[config.mk]
export PLATFORM = sky130hd
export DESIGN_NAME = ctrl_pipeline
export DESIGN_NICKNAME = d
export VERILOG_FILES = /design/src/rtl/ctrl_pipeline.sv
export SDC_FILE = /design/constraint.sdc
export NUM_CORES = 1
export LEC_CHECK = 0
export CAP_MARGIN = 20
export CORE_ASPECT_RATIO = 1.75
export CORE_MARGIN = 2
export CORE_UTILIZATION = 35
export DETAILED_ROUTE_END_ITERATION = 8
export DONT_BUFFER_PORTS = 1
export REMOVE_ABC_BUFFERS = 1
export SKIP_CTS_REPAIR_TIMING = 1
export SLEW_MARGIN = 20
export SYNTH_ARGS = -nofsm -noshare
export SYNTH_HDL_FRONTEND = slang
export SYNTH_SLANG_ARGS = --single-unit
[constraint.sdc]
create_clock -name clk -period 3.3 [get_ports clk]
set_input_delay 0.33 -clock clk [delete_from_list [all_inputs] [get_ports clk]]
set_output_delay 0.33 -clock clk [all_outputs]
set_load 0.05 [all_outputs]
[src/rtl/ctrl_pipeline.sv]
// ctrl_pipeline: carries the decoded control word and register indices of the
// 5-stage RV32I core from ID through the ID/EX, EX/MEM and MEM/WB registers.
// It inserts bubbles for load-use hazards and EX redirects, freezes the whole
// pipeline while data memory is busy, and selects the EX operand forwarding
// sources.
//
// Ports
//   clk, rst_n                      rising-edge clock, async active-low reset
//   id_valid/id_ctrl/id_rs1/2/id_rd decoded instruction in ID
//     id_ctrl = {Jump,Branch,MemRead,MemtoReg,ALUOp[2:0],MemWrite,ALUSrc,
//                RegWrite,R,rdsel[1:0]} (bits 12..0)
//   ex_redirect                     EX resolved a taken branch/jump
//   mem_busy                        data memory not ready
//   ex_valid/ex_ctrl/ex_rs1/2/ex_rd ID/EX register
//   mem_valid/mem_ctrl/mem_rd       EX/MEM register
//   wb_valid/wb_ctrl/wb_rd          MEM/WB register
//   fwd_a/fwd_b                     00 regfile, 01 EX/MEM, 10 MEM/WB
//   stall_if                        hold PC and IF/ID
//   flush_id                        kill IF/ID contents
//   stall_cnt                       saturating count of stalled cycles
module ctrl_pipeline #(
  parameter int unsigned RA_W   = 5,
  parameter int unsigned CTRL_W = 13,
  parameter int unsigned CNT_W  = 16
) (
  input  logic              clk,
  input  logic              rst_n,
  input  logic              id_valid,
  input  logic [CTRL_W-1:0] id_ctrl,
  input  logic [RA_W-1:0]   id_rs1,
  input  logic [RA_W-1:0]   id_rs2,
  input  logic [RA_W-1:0]   id_rd,
  input  logic              ex_redirect,
  input  logic              mem_busy,
  output logic              ex_valid,
  output logic [CTRL_W-1:0] ex_ctrl,
  output logic [RA_W-1:0]   ex_rs1,
  output logic [RA_W-1:0]   ex_rs2,
  output logic [RA_W-1:0]   ex_rd,
  output logic              mem_valid,
  output logic [CTRL_W-1:0] mem_ctrl,
  output logic [RA_W-1:0]   mem_rd,
  output logic              wb_valid,
  output logic [CTRL_W-1:0] wb_ctrl,
  output logic [RA_W-1:0]   wb_rd,
  output logic [1:0]        fwd_a,
  output logic [1:0]        fwd_b,
  output logic              stall_if,
  output logic              flush_id,
  output logic [CNT_W-1:0]  stall_cnt
);

  localparam int unsigned C_MEMREAD  = 10;
  localparam int unsigned C_REGWRITE = 3;

  typedef enum logic [1:0] {
    ACT_ADVANCE,
    ACT_HOLD,
    ACT_REDIRECT,
    ACT_LOADUSE
  } act_e;

  logic              r_ex_valid, r_mem_valid, r_wb_valid;
  logic [CTRL_W-1:0] r_ex_ctrl, r_mem_ctrl, r_wb_ctrl;
  logic [RA_W-1:0]   r_ex_rs1, r_ex_rs2, r_ex_rd, r_mem_rd, r_wb_rd;
  logic [CNT_W-1:0]  r_stall_cnt;

  logic              w_load_use;
  act_e              w_act;
  logic              w_stall_if, w_flush_id;
  logic [1:0]        w_fwd_a, w_fwd_b;

  // rs2 is compared even for instructions that do not read it.
  always_comb begin
    w_load_use = id_valid && r_ex_valid && r_ex_ctrl[C_MEMREAD] &&
                 (r_ex_rd != '0) && ((r_ex_rd == id_rs1) || (r_ex_rd == id_rs2));
  end

  // Redirect outranks load-use: the dependent ID instruction is being killed.
  always_comb begin
    w_act      = ACT_ADVANCE;
    w_stall_if = 1'b0;
    w_flush_id = 1'b0;
    if (mem_busy) begin
      w_act      = ACT_HOLD;
      w_stall_if = 1'b1;
    end else if (ex_redirect) begin
      w_act      = ACT_REDIRECT;
      w_flush_id = 1'b1;
    end else if (w_load_use) begin
      w_act      = ACT_LOADUSE;
      w_stall_if = 1'b1;
    end
  end

  always_comb begin
    w_fwd_a = 2'b00;
    w_fwd_b = 2'b00;
    if (r_mem_valid && r_mem_ctrl[C_REGWRITE] && (r_mem_rd != '0) && (r_mem_rd == r_ex_rs1))
      w_fwd_a = 2'b01;
    else if (r_wb_valid && r_wb_ctrl[C_REGWRITE] && (r_wb_rd != '0) && (r_wb_rd == r_ex_rs1))
      w_fwd_a = 2'b10;
    if (r_mem_valid && r_mem_ctrl[C_REGWRITE] && (r_mem_rd != '0) && (r_mem_rd == r_ex_rs2))
      w_fwd_b = 2'b01;
    else if (r_wb_valid && r_wb_ctrl[C_REGWRITE] && (r_wb_rd != '0) && (r_wb_rd == r_ex_rs2))
      w_fwd_b = 2'b10;
  end

  always_ff @(posedge clk or negedge rst_n) begin
    if (!rst_n) begin
      r_ex_valid  <= 1'b0;
      r_ex_ctrl   <= '0;
      r_ex_rs1    <= '0;
      r_ex_rs2    <= '0;
      r_ex_rd     <= '0;
      r_mem_valid <= 1'b0;
      r_mem_ctrl  <= '0;
      r_mem_rd    <= '0;
      r_wb_valid  <= 1'b0;
      r_wb_ctrl   <= '0;
      r_wb_rd     <= '0;
    end else if (w_act != ACT_HOLD) begin
      r_mem_valid <= r_ex_valid;
      r_mem_ctrl  <= r_ex_ctrl;
      r_mem_rd    <= r_ex_rd;
      r_wb_valid  <= r_mem_valid;
      r_wb_ctrl   <= r_mem_ctrl;
      r_wb_rd     <= r_mem_rd;
      if ((w_act == ACT_ADVANCE) && id_valid) begin
        r_ex_valid <= 1'b1;
        r_ex_ctrl  <= id_ctrl;
        r_ex_rs1   <= id_rs1;
        r_ex_rs2   <= id_rs2;
        r_ex_rd    <= id_rd;
      end else begin
        r_ex_valid <= 1'b0;
        r_ex_ctrl  <= '0;
        r_ex_rs1   <= '0;
        r_ex_rs2   <= '0;
        r_ex_rd    <= '0;
      end
    end
  end

  always_ff @(posedge clk or negedge rst_n) begin
    if (!rst_n)
      r_stall_cnt <= '0;
    else if (w_stall_if && (r_stall_cnt != '1))
      r_stall_cnt <= r_stall_cnt + 1'b1;
  end

  // A load in EX/MEM is never a legal forwarding source; the load-use stall
  // must have separated it from its consumer.
  a_no_load_fwd: assert property (@(posedge clk) disable iff (!rst_n)
    !(r_mem_valid && r_mem_ctrl[C_MEMREAD] && ((w_fwd_a == 2'b01) || (w_fwd_b == 2'b01))));

  assign ex_valid  = r_ex_valid;
  assign ex_ctrl   = r_ex_ctrl;
  assign ex_rs1    = r_ex_rs1;
  assign ex_rs2    = r_ex_rs2;
  assign ex_rd     = r_ex_rd;
  assign mem_valid = r_mem_valid;
  assign mem_ctrl  = r_mem_ctrl;
  assign mem_rd    = r_mem_rd;
  assign wb_valid  = r_wb_valid;
  assign wb_ctrl   = r_wb_ctrl;
  assign wb_rd     = r_wb_rd;
  assign fwd_a     = w_fwd_a;
  assign fwd_b     = w_fwd_b;
  assign stall_if  = w_stall_if;
  assign flush_id  = w_flush_id;
  assign stall_cnt = r_stall_cnt;

endmodule

==> impl_metrics.csv <==
group,metric,value,unit
drt,viasPerCell,5.12,
clock_tree,cts.clk_slew.worst_paths,0.06,ns
timing,hold_violations,0,
timing,min_period_over_period,89.3,%
hold_path,hold_path_depth,1,
timing,rsz0062_at_grt,"false",
placed_design,placed_area,3920,sq um
drt,first_pass_iters,4,
critical_path,reg2reg_slack,0.74,ns
drt,drtAntennaViolNets,0,
pwr,p_per_area,698,nW/um^2
layout,layout.nets,370,
layout,num_antenna_cells,0,
drt,routed_wl,8600,um
synth,synth_xor_area_share,10.1,%
timing,hold-worst-slack,0.0896,ns
synth,synth-seq-area-share,55.7,%
synth,synthCells,329,
pwr,finalPower,2.97,mW
clock_tree,cts_sinks,83,
drt,drt_iter0_drc,80,
global_route,grt_pass1_wl,13500,um
global_route,grt_max_degree,98,
placed_design,io_buffers,0,
critical_path,crit_type,"flip-flop to primary output",
synth,synth_top_family_by_area,"simple AND/OR/NAND/NOR gates",
layout,mostFrequentLayoutCell,"dfrtp_1",
layout,fin_area,4250,sq um
pwr,p_leak,1.94,nW
placed_design,dp_cells,450,
drt,vias,2396,
placed_design,gp_congestion,0.770,
timing,maxSlewViolCount,0,
clock_tree,cts-root-buf,"clkbuf_16",
clock_tree,cts_tree,"done",
status,outcome,"finished clean",
global_route,grt_pass1_vias,2524,
pwr,ir_worst_vdd,0.000503,V
drt,wl_per_cell,18.4,um
timing,max_freq,0.339,GHz
clock_tree,htree_levels,3,
critical_path,startpoint_type,"flip-flop",
drt,drc,0,
hold_path,min_from,"mem_busy",
timing,slew_headroom,37.7,%
clock_tree,clk_latency,0.33,ns
critical_path,cp.arrival,2.62,ns
hold_path,hp-class,"input pin to flip-flop",
synth,yosys.area_share.simple,13.3,%
hold_path,min_to,"ex_ctrl[7]",
die,floorplan.initialDensity,36.2,%
run,drv_cap,0,
layout,layout-drive-gt1-share,20.8,%
synth,ys_types,32,
layout,area_growth,14.0,%
die,die_y,141,um
die,die_area,11500,sq um
synth,syn-cell-area,3730,sq um
clock_tree,numCtsBuffers,9,
synth,synthAdderAreaFrac,0.336,%
die,num_rows,49,
die,coreArea,10300,sq um
synth,synth.avg_cell_area,11.3,sq um
placed_design,hpwl,6150,um
critical_path,worstPathRequired,2.97,ns
layout,mostFrequentLayoutCells,"dfrtp_1 (83), nand2_1 (64), mux2_2 (39), xor2_1 (25)",
global_route,grt_overflow,0,
timing,tightest_slew,0.933,ns
critical_path,r2r_cells,7,
layout,final_cells,468,
die,die_w,82.0,um
synth,yosysWarnings,0,
critical_path,crit_fanout,6,
clock_tree,clockBufferDepth,2,
critical_path,r2r_end,"stall_cnt[1]",
critical_path,r2r_start,"stall_cnt[0]",
critical_path,end_kind,"primary output",
timing,period_needed,2.95,ns
synth,synth_seq_cells,83,
timing,finalSetupViolations,0,
timing,skew,0.00670,ns
global_route,antenna_found_initial,0,
synth,synth_compound_area_share,5.54,%
die,io_pins,122,
synth,muxShareOfSynthArea,12.7,%
global_route,grt.total_usage,16.0,%
## report_power, final
part | switching, mW | internal, mW | total (mW)
Sequential | 0.562 | 1.13 | 1.69
Clock | 0.391 | 0.606 | 0.997
Combinational | 0.140 | 0.141 | 0.282
Total | 1.09 | 1.87 | 2.97
## cell families after synthesis
family	after synthesis
compound gates	34
xor+xnor	43
fa+ha+maj	1
buf+inv	19
flops	83
mux	42
simple gates	107
## critical path, cell delays in order, from the launching register on
cell      delay (ns)
dfrtp_1         0.61
or4_1           0.57
o211ai_1        0.30
nor4_2          0.09
buf_4           0.20
nor4_2          0.27
buf_4           0.23
## per-stage QoR
| step | TNS, ns | utilization (%) | setup slack (ns) |
|---|---|---|---|
| final | 0 | 41.3 | 0.354 |
| after CTS | 0 | 40.9 | 0.335 |
| after global routing | 0 | 41.3 | 0.233 |
| after global placement | 0 | 38.0 | 0.767 |
| after floorplan | -0.810 | - | -0.405 |
| after detailed placement | 0 | 38.0 | 0.697 |
## area by class of cell
type | instances | area, sq um
clock inverters | 4 | 50.0
clock buffers | 12 | 246
repair buffers | 12 | 113
fillers | 1008 | 6050
flip-flops and latches | 83 | 2080
multi-input cells | 227 | 1590
well taps | 127 | 159
inverters | 3 | 11.3
## worst max path at each step
stage | start | slack [ns] | to
after CTS | mem_rd[3] | 0.34 | fwd_b[1]
after global routing | mem_rd[3] | 0.23 | fwd_b[1]
after global placement | mem_rd[3] | 0.77 | fwd_b[1]
after detailed placement | mem_rd[3] | 0.70 | fwd_b[1]
final | mem_rd[3] | 0.35 | fwd_b[1]
after floorplan | mem_rd[1] | -0.41 | fwd_b[1]
## cells in the mapped netlist
| library cell | number | share of area, % |
|---|---|---|
| dfrtp_1 | 83 | 56 |
| o22ai_2 | 1 | 0.34 |
| and3_1 | 1 | 0.17 |
| buf_4 | 3 | 0.60 |
| clkbuf_1 | 7 | 0.71 |
| o21ai_1 | 10 | 1.3 |
| and4_1 | 1 | 0.24 |
| nor3_1 | 7 | 0.94 |
| o21ai_0 | 18 | 2.4 |
| mux2_2 | 39 | 12 |
| nor2b_1 | 2 | 0.34 |
| xnor2_1 | 18 | 4.2 |
| nor4_1 | 9 | 1.5 |
| nor2_1 | 2 | 0.20 |
| mux2_1 | 3 | 0.91 |
| ha_1 | 1 | 0.34 |
| buf_1 | 4 | 0.40 |
| o311a_1 | 1 | 0.27 |
| a31oi_4 | 1 | 0.57 |
| or3_1 | 2 | 0.34 |
| nor4b_1 | 2 | 0.47 |
| inv_1 | 3 | 0.30 |
| nand3_1 | 10 | 1.3 |
| nand4_1 | 1 | 0.17 |
| nand2_1 | 64 | 6.4 |
| o211ai_1 | 2 | 0.40 |
| a21boi_1 | 1 | 0.20 |
| or4_1 | 4 | 0.81 |
| xor2_1 | 25 | 5.9 |
| buf_2 | 2 | 0.27 |
| nand2b_1 | 1 | 0.17 |
| nor3b_1 | 1 | 0.20 |
## flip-flops by register name (all words and copies together), names as in the netlist, 5 cells and up
signal / cells
ex_rd: 5
wb_rd: 5
ex_rs2: 5
ex_ctrl: 13
mem_rd: 5
mem_ctrl: 13
ex_rs1: 5
stall_cnt: 16
wb_ctrl: 13
## routing by layer
layer	up-vias	part of all wire, %	global-route usage, %
met1	1176	35	17.0
li1	1140	-	-
met5	-	0	0
met2	70	56	28.4
met4	0	1.8	6.84
met3	10	6.6	4.64
Power figures use the tool's default switching activity.
